===== src/rtl/id_ex_stage_if.sv =====
// ID -> EX handshake and bundle for the ID/EX pipeline register.
// master drives the ID side and EX backpressure; slave is the stage.
interface id_ex_stage_if #(
  parameter int DATA_W = 32,
  parameter int REG_W  = 5
);
  logic              id_valid;
  logic              id_ready;
  logic [31:0]       id_instr;
  logic [DATA_W-1:0] id_pc;
  logic [DATA_W-1:0] id_rd1;
  logic [DATA_W-1:0] id_rd2;
  logic [DATA_W-1:0] id_imm;
  logic              id_alusrc;
  logic              id_memtoreg;
  logic              id_regwrite;
  logic              id_memread;
  logic              id_memwrite;
  logic              id_branch;
  logic [1:0]        id_aluop;
  logic              flush;
  logic              ex_ready;
  logic              ex_valid;
  logic [DATA_W-1:0] ex_pc;
  logic [DATA_W-1:0] ex_rd1;
  logic [DATA_W-1:0] ex_rd2;
  logic [DATA_W-1:0] ex_imm;
  logic [REG_W-1:0]  ex_rs1;
  logic [REG_W-1:0]  ex_rs2;
  logic [REG_W-1:0]  ex_rd;
  logic [2:0]        ex_funct3;
  logic [6:0]        ex_funct7;
  logic              ex_alusrc;
  logic              ex_memtoreg;
  logic              ex_regwrite;
  logic              ex_memread;
  logic              ex_memwrite;
  logic              ex_branch;
  logic [1:0]        ex_aluop;

  modport master (
    output id_valid, id_instr, id_pc, id_rd1, id_rd2, id_imm,
    output id_alusrc, id_memtoreg, id_regwrite, id_memread,
    output id_memwrite, id_branch, id_aluop, flush, ex_ready,
    input  id_ready, ex_valid, ex_pc, ex_rd1, ex_rd2, ex_imm,
    input  ex_rs1, ex_rs2, ex_rd, ex_funct3, ex_funct7,
    input  ex_alusrc, ex_memtoreg, ex_regwrite, ex_memread,
    input  ex_memwrite, ex_branch, ex_aluop
  );

  modport slave (
    input  id_valid, id_instr, id_pc, id_rd1, id_rd2, id_imm,
    input  id_alusrc, id_memtoreg, id_regwrite, id_memread,
    input  id_memwrite, id_branch, id_aluop, flush, ex_ready,
    output id_ready, ex_valid, ex_pc, ex_rd1, ex_rd2, ex_imm,
    output ex_rs1, ex_rs2, ex_rd, ex_funct3, ex_funct7,
    output ex_alusrc, ex_memtoreg, ex_regwrite, ex_memread,
    output ex_memwrite, ex_branch, ex_aluop
  );
endinterface


===== src/rtl/id_ex_stage.sv =====
// ID/EX pipeline register with load-use stall, flush and EX backpressure.
// Optional ID_EX_STATS_EN adds saturating bubble/flush counters.
module id_ex_stage #(
  parameter int DATA_W = 32,
  parameter int REG_W  = 5
) (
  input  logic        clk,
  input  logic        reset,
  id_ex_stage_if.slave bus
`ifdef ID_EX_STATS_EN
  ,
  output logic [31:0] bubble_count,
  output logic [31:0] flush_count
`endif
);

  typedef struct packed {
    logic       alusrc;
    logic       memtoreg;
    logic       regwrite;
    logic       memread;
    logic       memwrite;
    logic       branch;
    logic [1:0] aluop;
  } ctrl_t;

  typedef struct packed {
    logic              valid;
    ctrl_t             ctrl;
    logic [DATA_W-1:0] pc;
    logic [DATA_W-1:0] rd1;
    logic [DATA_W-1:0] rd2;
    logic [DATA_W-1:0] imm;
    logic [REG_W-1:0]  rs1;
    logic [REG_W-1:0]  rs2;
    logic [REG_W-1:0]  rd;
    logic [2:0]        funct3;
    logic [6:0]        funct7;
  } id_ex_t;

  id_ex_t ex_q;
  id_ex_t cap;
  id_ex_t kill;

  logic [REG_W-1:0] rs1;
  logic [REG_W-1:0] rs2;
  logic [6:0]       opcode;
  logic             uses_rs2;
  logic             hazard;
  logic             do_flush;
  logic             do_bubble;
  logic             do_load;

  assign rs1    = REG_W'(bus.id_instr[19:15]);
  assign rs2    = REG_W'(bus.id_instr[24:20]);
  assign opcode = bus.id_instr[6:0];

  assign uses_rs2 = (opcode == 7'b0110011) |
                    (opcode == 7'b0100011) |
                    (opcode == 7'b1100011);

  assign hazard = bus.id_valid & ex_q.valid &
                  ex_q.ctrl.memread & (ex_q.rd != '0) &
                  ((ex_q.rd == rs1) |
                   (uses_rs2 & (ex_q.rd == rs2)));

  assign bus.id_ready = bus.ex_ready & ~hazard & ~bus.flush;

  // mutually exclusive selects; none set means hold
  assign do_flush  = bus.flush;
  assign do_load   = ~bus.flush & bus.ex_ready &
                     ~hazard & bus.id_valid;
  assign do_bubble = ~bus.flush & bus.ex_ready &
                     (hazard | ~bus.id_valid);

  always_comb begin
    cap               = '0;
    cap.valid         = 1'b1;
    cap.ctrl.alusrc   = bus.id_alusrc;
    cap.ctrl.memtoreg = bus.id_memtoreg;
    cap.ctrl.regwrite = bus.id_regwrite;
    cap.ctrl.memread  = bus.id_memread;
    cap.ctrl.memwrite = bus.id_memwrite;
    cap.ctrl.branch   = bus.id_branch;
    cap.ctrl.aluop    = bus.id_aluop;
    cap.pc            = bus.id_pc;
    cap.rd1           = bus.id_rd1;
    cap.rd2           = bus.id_rd2;
    cap.imm           = bus.id_imm;
    cap.rs1           = rs1;
    cap.rs2           = rs2;
    cap.rd            = REG_W'(bus.id_instr[11:7]);
    cap.funct3        = bus.id_instr[14:12];
    cap.funct7        = bus.id_instr[31:25];
    kill              = cap;
    kill.valid        = 1'b0;
    kill.ctrl         = '0;
  end

  always_ff @(posedge clk or posedge reset) begin
    if (reset) begin
      ex_q <= '0;
    end else begin
      unique case (1'b1)
        do_flush:  ex_q <= kill;
        do_bubble: ex_q <= kill;
        do_load:   ex_q <= cap;
        default:   ex_q <= ex_q;
      endcase
    end
  end

  assign bus.ex_valid    = ex_q.valid;
  assign bus.ex_pc       = ex_q.pc;
  assign bus.ex_rd1      = ex_q.rd1;
  assign bus.ex_rd2      = ex_q.rd2;
  assign bus.ex_imm      = ex_q.imm;
  assign bus.ex_rs1      = ex_q.rs1;
  assign bus.ex_rs2      = ex_q.rs2;
  assign bus.ex_rd       = ex_q.rd;
  assign bus.ex_funct3   = ex_q.funct3;
  assign bus.ex_funct7   = ex_q.funct7;
  assign bus.ex_alusrc   = ex_q.ctrl.alusrc;
  assign bus.ex_memtoreg = ex_q.ctrl.memtoreg;
  assign bus.ex_regwrite = ex_q.ctrl.regwrite;
  assign bus.ex_memread  = ex_q.ctrl.memread;
  assign bus.ex_memwrite = ex_q.ctrl.memwrite;
  assign bus.ex_branch   = ex_q.ctrl.branch;
  assign bus.ex_aluop    = ex_q.ctrl.aluop;

`ifdef ID_EX_STATS_EN
  logic bubble_inc;

  // only load-use bubbles count, not idle bubbles
  assign bubble_inc = ~bus.flush & bus.ex_ready & hazard;

  always_ff @(posedge clk or posedge reset) begin
    if (reset) begin
      bubble_count <= '0;
      flush_count  <= '0;
    end else begin
      if (bubble_inc && bubble_count != '1)
        bubble_count <= bubble_count + 32'd1;
      if (bus.flush && flush_count != '1)
        flush_count <= flush_count + 32'd1;
    end
  end
`endif

endmodule

===== src/flat_wrapper.sv =====
// flat-port wrapper written by rule: the top's interface ports become plain ports
module id_ex_stage_flat 
#(
  parameter int DATA_W = 32,
  parameter int REG_W  = 5
)
  (clk, reset, bus_id_valid, bus_id_instr, bus_id_pc, bus_id_rd1, bus_id_rd2, bus_id_imm, bus_id_alusrc, bus_id_memtoreg, bus_id_regwrite, bus_id_memread, bus_id_memwrite, bus_id_branch, bus_id_aluop, bus_flush, bus_ex_ready, bus_id_ready, bus_ex_valid, bus_ex_pc, bus_ex_rd1, bus_ex_rd2, bus_ex_imm, bus_ex_rs1, bus_ex_rs2, bus_ex_rd, bus_ex_funct3, bus_ex_funct7, bus_ex_alusrc, bus_ex_memtoreg, bus_ex_regwrite, bus_ex_memread, bus_ex_memwrite, bus_ex_branch, bus_ex_aluop);
  id_ex_stage_if #(.DATA_W(DATA_W), .REG_W(REG_W)) bus_i ();
  input  logic clk;
  input  logic reset;
  input wire logic [$bits(bus_i.id_valid)-1:0] bus_id_valid;
  input wire logic [$bits(bus_i.id_instr)-1:0] bus_id_instr;
  input wire logic [$bits(bus_i.id_pc)-1:0] bus_id_pc;
  input wire logic [$bits(bus_i.id_rd1)-1:0] bus_id_rd1;
  input wire logic [$bits(bus_i.id_rd2)-1:0] bus_id_rd2;
  input wire logic [$bits(bus_i.id_imm)-1:0] bus_id_imm;
  input wire logic [$bits(bus_i.id_alusrc)-1:0] bus_id_alusrc;
  input wire logic [$bits(bus_i.id_memtoreg)-1:0] bus_id_memtoreg;
  input wire logic [$bits(bus_i.id_regwrite)-1:0] bus_id_regwrite;
  input wire logic [$bits(bus_i.id_memread)-1:0] bus_id_memread;
  input wire logic [$bits(bus_i.id_memwrite)-1:0] bus_id_memwrite;
  input wire logic [$bits(bus_i.id_branch)-1:0] bus_id_branch;
  input wire logic [$bits(bus_i.id_aluop)-1:0] bus_id_aluop;
  input wire logic [$bits(bus_i.flush)-1:0] bus_flush;
  input wire logic [$bits(bus_i.ex_ready)-1:0] bus_ex_ready;
  output wire logic [$bits(bus_i.id_ready)-1:0] bus_id_ready;
  output wire logic [$bits(bus_i.ex_valid)-1:0] bus_ex_valid;
  output wire logic [$bits(bus_i.ex_pc)-1:0] bus_ex_pc;
  output wire logic [$bits(bus_i.ex_rd1)-1:0] bus_ex_rd1;
  output wire logic [$bits(bus_i.ex_rd2)-1:0] bus_ex_rd2;
  output wire logic [$bits(bus_i.ex_imm)-1:0] bus_ex_imm;
  output wire logic [$bits(bus_i.ex_rs1)-1:0] bus_ex_rs1;
  output wire logic [$bits(bus_i.ex_rs2)-1:0] bus_ex_rs2;
  output wire logic [$bits(bus_i.ex_rd)-1:0] bus_ex_rd;
  output wire logic [$bits(bus_i.ex_funct3)-1:0] bus_ex_funct3;
  output wire logic [$bits(bus_i.ex_funct7)-1:0] bus_ex_funct7;
  output wire logic [$bits(bus_i.ex_alusrc)-1:0] bus_ex_alusrc;
  output wire logic [$bits(bus_i.ex_memtoreg)-1:0] bus_ex_memtoreg;
  output wire logic [$bits(bus_i.ex_regwrite)-1:0] bus_ex_regwrite;
  output wire logic [$bits(bus_i.ex_memread)-1:0] bus_ex_memread;
  output wire logic [$bits(bus_i.ex_memwrite)-1:0] bus_ex_memwrite;
  output wire logic [$bits(bus_i.ex_branch)-1:0] bus_ex_branch;
  output wire logic [$bits(bus_i.ex_aluop)-1:0] bus_ex_aluop;
  assign bus_i.id_valid = bus_id_valid;
  assign bus_i.id_instr = bus_id_instr;
  assign bus_i.id_pc = bus_id_pc;
  assign bus_i.id_rd1 = bus_id_rd1;
  assign bus_i.id_rd2 = bus_id_rd2;
  assign bus_i.id_imm = bus_id_imm;
  assign bus_i.id_alusrc = bus_id_alusrc;
  assign bus_i.id_memtoreg = bus_id_memtoreg;
  assign bus_i.id_regwrite = bus_id_regwrite;
  assign bus_i.id_memread = bus_id_memread;
  assign bus_i.id_memwrite = bus_id_memwrite;
  assign bus_i.id_branch = bus_id_branch;
  assign bus_i.id_aluop = bus_id_aluop;
  assign bus_i.flush = bus_flush;
  assign bus_i.ex_ready = bus_ex_ready;
  assign bus_id_ready = bus_i.id_ready;
  assign bus_ex_valid = bus_i.ex_valid;
  assign bus_ex_pc = bus_i.ex_pc;
  assign bus_ex_rd1 = bus_i.ex_rd1;
  assign bus_ex_rd2 = bus_i.ex_rd2;
  assign bus_ex_imm = bus_i.ex_imm;
  assign bus_ex_rs1 = bus_i.ex_rs1;
  assign bus_ex_rs2 = bus_i.ex_rs2;
  assign bus_ex_rd = bus_i.ex_rd;
  assign bus_ex_funct3 = bus_i.ex_funct3;
  assign bus_ex_funct7 = bus_i.ex_funct7;
  assign bus_ex_alusrc = bus_i.ex_alusrc;
  assign bus_ex_memtoreg = bus_i.ex_memtoreg;
  assign bus_ex_regwrite = bus_i.ex_regwrite;
  assign bus_ex_memread = bus_i.ex_memread;
  assign bus_ex_memwrite = bus_i.ex_memwrite;
  assign bus_ex_branch = bus_i.ex_branch;
  assign bus_ex_aluop = bus_i.ex_aluop;
  id_ex_stage #(.DATA_W(DATA_W), .REG_W(REG_W)) u_core (.clk(clk), .reset(reset), .bus(bus_i));
endmodule

===== config.mk =====
export PLATFORM = sky130hd
export DESIGN_NAME = id_ex_stage_flat
export DESIGN_NICKNAME = d
export VERILOG_FILES = /design/src/rtl/id_ex_stage_if.sv /design/src/rtl/id_ex_stage.sv /design/src/flat_wrapper.sv
export SDC_FILE = /design/constraint.sdc
export NUM_CORES = 1
export LEC_CHECK = 0
export CORE_MARGIN = 10
export CORE_UTILIZATION = 29
export DETAILED_ROUTE_END_ITERATION = 10
export HOLD_SLACK_MARGIN = 0.02
export SLEW_MARGIN = 30
export SYNTH_ARGS = -nofsm -noshare
export SYNTH_HDL_FRONTEND = slang
export SYNTH_SLANG_ARGS = --single-unit

===== constraint.sdc =====
create_clock -name clk -period 12.3 [get_ports clk]
set_input_delay 1.845 -clock clk [delete_from_list [all_inputs] [get_ports clk]]
set_output_delay 1.845 -clock clk [all_outputs]
set_load 0.05 [all_outputs]

==> results of run 1 <==
==> where the power goes <==
| group | switching (µW) | internal, µW |
|---|---|---|
| combinational | 229 | 162 |
| clock | 230 | 313 |
| sequential | 24.5 | 576 |
==> worst paths after layout <==
kind                            slack, ns            startpoint  cells after the start                      to
max in group asynchronous            9.16                 reset                      3     u_core.bus.ex_valid
worst max-delay path                 6.40      bus_id_instr[22]                      7            bus_id_ready
min in group asynchronous            1.92                 reset                      2    u_core.bus.ex_rd2[9]
worst min-delay path                 0.49  u_core.bus.ex_branch                      2    u_core.bus.ex_branch
worst min register to register       0.49  u_core.bus.ex_branch                      2    u_core.bus.ex_branch
worst max register to register      10.62   u_core.bus.ex_rd[2]                      5  u_core.bus.ex_regwrite
==> cell families (layout without fill, tap and decap cells) <==
family	Yosys count	after routing	synth area share
muxes	153	153	0.279
DFF	162	162	0.655
other	0	2	0
AOI/OAI and AO/OA	12	12	0.0148
and+or+nand+nor	28	28	0.0214
xor gates and xnor gates	10	10	0.0142
buffers and inverters	20	371	0.0156
==> area by class of cell <==
cell class	count	area share
sequential	162	0.388
timing repair buffer	338	0.324
multi-input combinational	203	0.195
clock buffer	18	0.0421
tap	275	0.0330
clock inverter	14	0.0161
inverter	1	0.000839
antenna	2	0.000479
==> registers in the layout, indices dropped and copies added (netlist names) <==
name	count
u_core.bus.ex_regwrite	1
u_core.bus.ex_rd2	32
u_core.bus.ex_imm	32
u_core.bus.ex_rs1	5
u_core.bus.ex_rs2	5
u_core.bus.ex_rd	5
u_core.bus.ex_memtoreg	1
u_core.bus.ex_aluop	2
u_core.bus.ex_pc	32
u_core.bus.ex_valid	1
u_core.bus.ex_memwrite	1
u_core.bus.ex_rd1	32
u_core.bus.ex_branch	1
u_core.bus.ex_memread	1
u_core.bus.ex_alusrc	1
u_core.bus.ex_funct3	3
u_core.bus.ex_funct7	7
==> cells in the final DEF, fill, tap and decap left out <==
| cell | n |
|---|---|
| nor3_1 | 2 |
| xnor2_1 | 2 |
| nor2b_1 | 2 |
| nand2_1 | 11 |
| bufinv_16 | 2 |
| o21ai_1 | 9 |
| nor2_4 | 1 |
| a2111oi_2 | 1 |
| nor2_1 | 1 |
| buf_4 | 1 |
| diode_2 | 2 |
| nand4_1 | 1 |
| nand3_1 | 9 |
| mux2_2 | 153 |
| clkbuf_8 | 1 |
| clkinv_4 | 1 |
| dfrtp_1 | 162 |
| or4_1 | 1 |
| clkinvlp_4 | 1 |
| a21oi_4 | 1 |
| clkinv_2 | 1 |
| o2111ai_2 | 1 |
| clkbuf_16 | 17 |
| clkdlybuf4s50_1 | 335 |
| xor2_1 | 8 |
| inv_8 | 3 |
| buf_6 | 2 |
| inv_6 | 7 |
==> worst min-delay path: stages, from the launching register on <==
cell	delay, ns
dfrtp_1	0.34
nand2_1	0.05
o21ai_1	0.06
==> metal layers <==
metal	wire length, µm	up-vias
met4	193	0
met5	0	-
met2	10700	198
met1	7540	2223
li1	-	2035
met3	1830	11
==> stage by stage <==
stage	total power, µW	std cells	worst slack [ns]	util	hold WS, ns
CTS	1560	1011	6.36	0.496	0.503
global route	1600	1012	6.26	0.497	0.513
floorplan	833	385	6.08	-	0.742
finish	1530	1013	6.40	0.497	0.492
global placement	1000	979	6.35	0.467	0.487
detailed placement	1010	979	6.37	0.468	0.487
==> results.sh, run 1 <==
export IMPL_drt_iter0_drc=191
export IMPL_avgRoutedWirePerCell_um=20.0
export IMPL_cts_clk_slew_worst_paths_ns=0.06
export IMPL_clockRootBuffer="clkbuf_16"
export IMPL_yosys_area_top_type="dfrtp_1"
export IMPL_cp_max_fo=10
export IMPL_drc_errors=0
export IMPL_fin_nets=896
export IMPL_die_w_um=166
export IMPL_fillers=1838
export IMPL_syn_to_final_growth_pct=68.8
export IMPL_yosysSeqAreaShare=0.655
export IMPL_required_ns=10.45
export IMPL_report_final_slew_viol_count=0
export IMPL_cts_sinks=162
export IMPL_grt_pass1_vias=5125
export IMPL_cp_start_kind="input pin"
export IMPL_cts_max_level=4
export IMPL_seq_area_mm2=0.00405
export IMPL_insertion_delay_ns=0.41
export IMPL_setup_tns_final_ns=0
export IMPL_slowest_delay_ns=0.71
export IMPL_cellLeakagePower_uw=0.00419
export IMPL_clock_tree_buffer_depth=2
export IMPL_synth_edf_count=0
export IMPL_hpwl_um=16000
export IMPL_hold_path_class="flop to flop"
export IMPL_cts_resized=0
export IMPL_cp_arrival_ns=4.05
export IMPL_cts_setup_buffers=0
export IMPL_setup_viol=0
export IMPL_initial_core_util=0.294
export IMPL_async_flop_share=1.00
export IMPL_grt_pass1_wl_um=31200
export IMPL_min_period_ns=5.90
export IMPL_design_area_mm2=0.0104
export IMPL_worst_path_most_repeated_cell="clkdlybuf4s50_1"
export IMPL_placed_cell_area_mm2=0.00983
export IMPL_antenna_found_initial=2
export IMPL_synth_flop_cell="dfrtp_1"
export IMPL_portBuffers=335
export IMPL_fp_row_count=53
export IMPL_synth_area_top_cells="dfrtp_1 66%, mux2_2 28%, buf_2 1.4%"
export IMPL_syn_avg_cell_area_um2=16.1
export IMPL_die_area_mm2=0.0276
export IMPL_relSlewSlack=0.376
export IMPL_rsz0062_at_grt="false"
export IMPL_max_freq_mhz=170
export IMPL_cts_hold_buffers=0
export IMPL_vias=4467
export IMPL_outcome="finished clean"
export IMPL_synthCells=385
export IMPL_top_usage_layer="met2"
export IMPL_coreArea_mm2=0.0210
export IMPL_synth_common_cells="162 x dfrtp_1, 153 x mux2_2, 17 x buf_2, 11 x nand2_1"
export IMPL_met1_usage=0.149
export IMPL_grt_use_met2=0.258
export IMPL_grtUsageMet3=0.0655
export IMPL_yosysTopAreaCellShare=0.655
export IMPL_cts_made_buffers=17
export IMPL_drt_pass1_iterations=4
export IMPL_finClkSkew_ns=0.00590
export IMPL_synth_most_common_cell="dfrtp_1"
export IMPL_period_share=0.479
export IMPL_grt_max_degree=90
export IMPL_cap_violations=0
export IMPL_ys_types=19
export IMPL_fp_dieH_um=166
export IMPL_drive_above_1_share=0.262
export IMPL_slowest_stage="clkdlybuf4s50_1"
export IMPL_hold_viol=0
export IMPL_synthesis_area_mm2=0.00618
export IMPL_postRouteAntennaNets=0
export IMPL_worst_ir_drop_vdd_uv=98.8
export IMPL_worst_pin_slew_ns=0.936
export IMPL_cp_num_buf_inv=2
export IMPL_ys_seq_elements=162
export IMPL_grt_use_total=0.144
export IMPL_grt_overflow_total=0
export IMPL_multiInputGateArea_mm2=0.00204
export IMPL_power_density_mw_per_mm2=147
export IMPL_ios=336
export IMPL_synth_nets=558
export IMPL_crit_chain="clkdlybuf4s50_1 -> xor2_1 -> a2111oi_2 -> nand4_1 -> a21oi_4 -> nor2b_1 -> clkdlybuf4s50_1"
export IMPL_vias_per_cell=4.41
export IMPL_crit_type="input pin to output pin"
export IMPL_critPathTopFamily="buffers and inverters"
export IMPL_crit_path_end_kind="output pin"
export IMPL_drt_total_wl_um=20300
export IMPL_gp_congestion=0.810
export IMPL_ys_warn_count=0
export IMPL_cts_tree="yes"
(Power assumes the default switching activity.)
==> run 2, diff against run 1 <==
PLACE_DENSITY = 0.65   (was unset)
clock period = 4.8 ns   (was 12.3 ns; I/O delays follow)
==> results.sh, run 2 (synthesis gave the netlist of run 1 again) <==
export IMPL_outcome="finished clean"
export IMPL_cts_made_buffers=17
export IMPL_cp_max_fo=10
export IMPL_clockRootBuffer="clkbuf_16"
export IMPL_setup_viol=0
export IMPL_clock_tree_buffer_depth=2
export IMPL_die_w_um=166
export IMPL_portBuffers=335
export IMPL_setup_slack_ns=1.14
export IMPL_cp_start_kind="input pin"
export IMPL_fp_row_count=53
export IMPL_max_freq_mhz=273
export IMPL_drc_errors=0
export IMPL_fp_dieH_um=166
export IMPL_cp_arrival_ns=2.94
export IMPL_vias=4510
export IMPL_grt_pass1_vias=5325
export IMPL_syn_to_final_growth_pct=68.7
export IMPL_period_share=0.762
export IMPL_startpoint="bus_id_instr[22]"
export IMPL_cellLeakagePower_uw=0.00419
export IMPL_relSlewSlack=0.406
export IMPL_fin_cells=1014
export IMPL_switching_power_uw=1250
export IMPL_grt_max_degree=163
export IMPL_pwr_share_clk=0.347
export IMPL_insertion_delay_ns=0.41
export IMPL_r2r_start="u_core.bus.ex_rd[2]"
export IMPL_cts_hold_buffers=0
export IMPL_drt_iter0_drc=166
export IMPL_finClkSkew_ns=0.00407
export IMPL_grt_overflow_total=0
export IMPL_cts_sinks=162
export IMPL_final_common_cell="clkdlybuf4s50_1"
export IMPL_drt_total_wl_um=20300
export IMPL_cts_max_level=4
export IMPL_cts_tree="yes"
export IMPL_hold_path_class="flop to flop"
export IMPL_antenna_found_initial=1
export IMPL_cts_setup_buffers=0
export IMPL_dpl_cell_count=981
export IMPL_crit_path_end_kind="output pin"
export IMPL_grt_use_total=0.145
export IMPL_hpwl_um=15700
export IMPL_hold_viol=0
export IMPL_required_ns=4.08
export IMPL_min_period_ns=3.66
export IMPL_coreArea_mm2=0.0210
export IMPL_initial_core_util=0.294
export IMPL_worst_pin_slew_ns=0.891
export IMPL_layout_common_cells="335 x clkdlybuf4s50_1, 162 x dfrtp_1, 153 x mux2_2, 17 x clkbuf_16, 11 x nand2_1"
export IMPL_cts_resized=0
export IMPL_report_final_slew_viol_count=0
export IMPL_internal_power_uw=2640
export IMPL_p_sw_frac=0.322
export IMPL_drt_pass1_iterations=4
export IMPL_die_area_mm2=0.0276
export IMPL_power_density_mw_per_mm2=373
export IMPL_worst_ir_drop_vdd_uv=212
export IMPL_postRouteAntennaNets=0
export IMPL_fillers=1837
export IMPL_ios=336
export IMPL_vias_per_cell=4.45
export IMPL_cts_clk_slew_worst_paths_ns=0.07
export IMPL_crit_type="input pin to output pin"
export IMPL_p_seq_frac=0.395
export IMPL_placed_cell_area_mm2=0.00985
export IMPL_rsz0062_at_grt="false"
export IMPL_design_area_mm2=0.0104
export IMPL_fin_nets=898
export IMPL_drive_above_1_share=0.264
export IMPL_grt_pass1_wl_um=31700
export IMPL_cap_violations=0
export IMPL_dp_slack_ns=1.12
export IMPL_p_comb_frac=0.258
export IMPL_setup_tns_final_ns=0
export IMPL_gp_congestion=0.808
export IMPL_avgRoutedWirePerCell_um=20.0
export IMPL_hold_start="u_core.bus.ex_imm[12]"
==> run 2: cell count changes in the layout (fill, tap and decap cells not counted) <==
cell,delta
buf_4,+3
inv_6,-3
buf_6,-2
buf_12,+1
bufinv_16,-1
clkinv_2,+1
clkinv_4,+1
clkinvlp_4,+1
diode_2,-1
inv_8,+1
==> run 2: final timing paths <==
check                                        endpoint  slack [ns]  depth (start not counted)
worst min-delay path            u_core.bus.ex_imm[12]        0.50                          1
worst max-delay path                     bus_id_ready        1.14                          7
min in group asynchronous        u_core.bus.ex_rd1[0]        0.85                          3
worst max register to register   u_core.bus.ex_alusrc        3.08                          5
worst min register to register  u_core.bus.ex_imm[12]        0.50                          1
max in group asynchronous        u_core.bus.ex_imm[9]        3.27                          3
==> run 2: worst max-delay path, stage by stage <==
cell	delay, ns
clkdlybuf4s50_1	0.43
xor2_1	0.16
a2111oi_2	0.29
nand4_1	0.20
a21oi_4	0.33
nor2b_1	0.10
clkdlybuf4s50_1	0.72
==> run 2: layout make-up <==
class	count	area, µm²	area share
well taps	275	344	0.0330
clock buffers	18	439	0.0421
diodes	1	2.50	0.000240
multi-input cells	203	2040	0.195
flip-flops and latches	162	4050	0.388
repair buffers	340	3400	0.326
inverters	1	7.51	0.000719
clock inverters	14	145	0.0139
==> run 2: stage by stage <==
step | hold slack (ns) | util | total power (µW)
6_report | 0.503 | 0.496 | 3900
4_1_cts | 0.508 | 0.496 | 3960
5_1_grt | 0.519 | 0.496 | 4070
2_1_floorplan | 0.742 | - | 2130
3_5_place_dp | 0.478 | 0.468 | 2580
3_3_place_gp | 0.486 | 0.468 | 2560
==> run 2: power groups by stage <==
stage / combinational, µW / clock (µW) / sequential [µW]
5_1_grt: 1050 / 1460 / 1560
2_1_floorplan: 176 / 0 / 1960
6_report: 1000 / 1350 / 1540
4_1_cts: 1020 / 1400 / 1540
3_3_place_gp: 1010 / 0 / 1560
3_5_place_dp: 1020 / 0 / 1570
==> run 2: layer usage <==
layer,GRT usage,routed length [µm],vias to the layer above
li1,-,-,2024
met1,0.148,7270,2253
met2,0.257,10700,194
met3,0.0596,1680,39
met4,0.0609,640,0
met5,0,0,-
==> run 3, diff against run 2 <==
clock period = 3.12 ns   (was 4.8 ns; I/O delays follow)
==> results.sh, run 3 (synthesis gave the netlist of run 1 again) <==
export IMPL_power_density_mw_per_mm2=574
export IMPL_drive_above_1_share=0.266
export IMPL_rsz0062_at_grt="false"
export IMPL_report_final_slew_viol_count=0
export IMPL_layout_common_cells="334 x clkdlybuf4s50_1, 162 x dfrtp_1, 153 x mux2_2, 17 x clkbuf_16, 11 x nand2_1"
export IMPL_p_comb_frac=0.257
export IMPL_cp_start_kind="input pin"
export IMPL_drt_pass1_iterations=5
export IMPL_fin_cells=1015
export IMPL_seq_area_mm2=0.00405
export IMPL_required_ns=2.65
export IMPL_cts_hold_buffers=0
export IMPL_worst_pin_slew_ns=0.713
export IMPL_hold_path_class="flop to flop"
export IMPL_grt_max_degree=71
export IMPL_cts_tree="yes"
export IMPL_pwr_share_clk=0.349
export IMPL_grt_pass1_wl_um=31500
export IMPL_cap_violations=0
export IMPL_cellLeakagePower_uw=0.00419
export IMPL_cts_made_buffers=17
export IMPL_vias_per_cell=4.40
export IMPL_insertion_delay_ns=0.42
export IMPL_slowest_stage="clkdlybuf4s50_1"
export IMPL_crit_path_end_kind="output pin"
export IMPL_coreArea_mm2=0.0210
export IMPL_worst_ir_drop_vdd_uv=337
export IMPL_multiInputGateArea_mm2=0.00204
export IMPL_p_seq_frac=0.394
export IMPL_syn_to_final_growth_pct=69.4
export IMPL_crit_chain="clkdlybuf4s50_1 -> xor2_1 -> a2111oi_2 -> nand4_1 -> a21oi_4 -> nor2b_1 -> buf_12"
export IMPL_grt_pass1_vias=5306
export IMPL_grt_use_total=0.145
export IMPL_cts_resized=0
export IMPL_slowest_delay_ns=0.44
export IMPL_hold_viol=0
export IMPL_relSlewSlack=0.525
export IMPL_drc_errors=0
export IMPL_clock_tree_buffer_depth=2
export IMPL_fin_nets=900
export IMPL_cts_clk_slew_worst_paths_ns=0.06
export IMPL_fillers=1817
export IMPL_postRouteAntennaNets=0
export IMPL_critPathTopFamily="buffers and inverters"
export IMPL_die_area_mm2=0.0276
export IMPL_portBuffers=335
export IMPL_cp_max_fo=10
export IMPL_die_w_um=166
export IMPL_avgRoutedWirePerCell_um=19.9
export IMPL_hpwl_um=15800
export IMPL_initial_core_util=0.294
export IMPL_finClkSkew_ns=0.00492
export IMPL_cp_num_buf_inv=2
export IMPL_dpl_cell_count=983
export IMPL_fp_dieH_um=166
export IMPL_vias=4469
export IMPL_ios=336
export IMPL_power_uw=6020
export IMPL_internal_power_uw=4140
export IMPL_fp_row_count=53
export IMPL_cts_max_level=4
export IMPL_max_freq_mhz=376
export IMPL_outcome="finished clean"
export IMPL_min_period_ns=2.66
export IMPL_cp_arrival_ns=2.19
export IMPL_final_common_cell="clkdlybuf4s50_1"
export IMPL_crit_type="input pin to output pin"
export IMPL_cts_setup_buffers=0
export IMPL_antenna_found_initial=2
export IMPL_switching_power_uw=1880
export IMPL_r2r_setup_slack_ns=1.43
export IMPL_grt_overflow_total=0
export IMPL_setup_viol=0
export IMPL_p_sw_frac=0.312
export IMPL_cts_sinks=162
export IMPL_period_share=0.852
export IMPL_drt_iter0_drc=154
export IMPL_setup_tns_final_ns=0
export IMPL_drt_total_wl_um=20200
export IMPL_clockRootBuffer="clkbuf_16"
export IMPL_gp_congestion=0.800
run 3: cell types whose count changed in the layout (fill, tap and decap cells not counted), sizes merged:
cell,change
buf,+3
bufinv,+1
clkbuf,+1
clkdlybuf4s50,-1
clkinv,-2
clkinvlp,+3
diode,+1
inv,-5
run 3: final timing paths:
path                                              from                      to  cells after the start
worst min-delay path            u_core.bus.ex_regwrite  u_core.bus.ex_regwrite                      2
worst max register to register     u_core.bus.ex_rd[2]  u_core.bus.ex_aluop[0]                      5
max in group asynchronous                        reset    u_core.bus.ex_imm[1]                      3
worst max-delay path                  bus_id_instr[22]            bus_id_ready                      7
worst min register to register  u_core.bus.ex_regwrite  u_core.bus.ex_regwrite                      2
min in group asynchronous                        reset    u_core.bus.ex_pc[19]                      3
run 3: power by group through the flow:
stage | combinational [µW] | sequential (µW) | clock [µW]
3_3_place_gp | 1550 | 2400 | 0
5_1_grt | 1620 | 2390 | 2270
6_report | 1550 | 2370 | 2100
3_5_place_dp | 1570 | 2410 | 0
2_1_floorplan | 271 | 3010 | 0
4_1_cts | 1570 | 2370 | 2170
run 3: through the flow:
step / cell area (µm²) / utilization / hold WS, ns / setup WS [ns]
floorplan: 6190 / - / 0.618 / 0.464
global placement: 9890 / 0.470 / 0.487 / 0.465
CTS: 10500 / 0.498 / 0.507 / 0.426
global route: 10500 / 0.498 / 0.515 / 0.255
detailed placement: 9890 / 0.470 / 0.492 / 0.450
finish: 10500 / 0.498 / 0.502 / 0.463
run 3: worst min-delay path: stages, from the launching register on:
cell	delay, ns
dfrtp_1	0.35
nand2_1	0.05
o21ai_1	0.06
run 3: area by class of cell:
class                   count  area share
inverters                   1    0.000717
repair buffers            342       0.329
clock buffers              19      0.0432
multi-input cells         203       0.195
clock inverters            11      0.0124
diodes                      2    0.000478
flip-flops and latches    162       0.387
well taps                 275      0.0329
run 3: per-layer routing:
metal / vias up / track usage / routed length (µm)
li1: 2037 / - / -
met1: 2233 / 0.144 / 7190
met2: 181 / 0.262 / 10900
met3: 18 / 0.0660 / 1780
met4: 0 / 0.0458 / 310
met5: - / 0 / 0
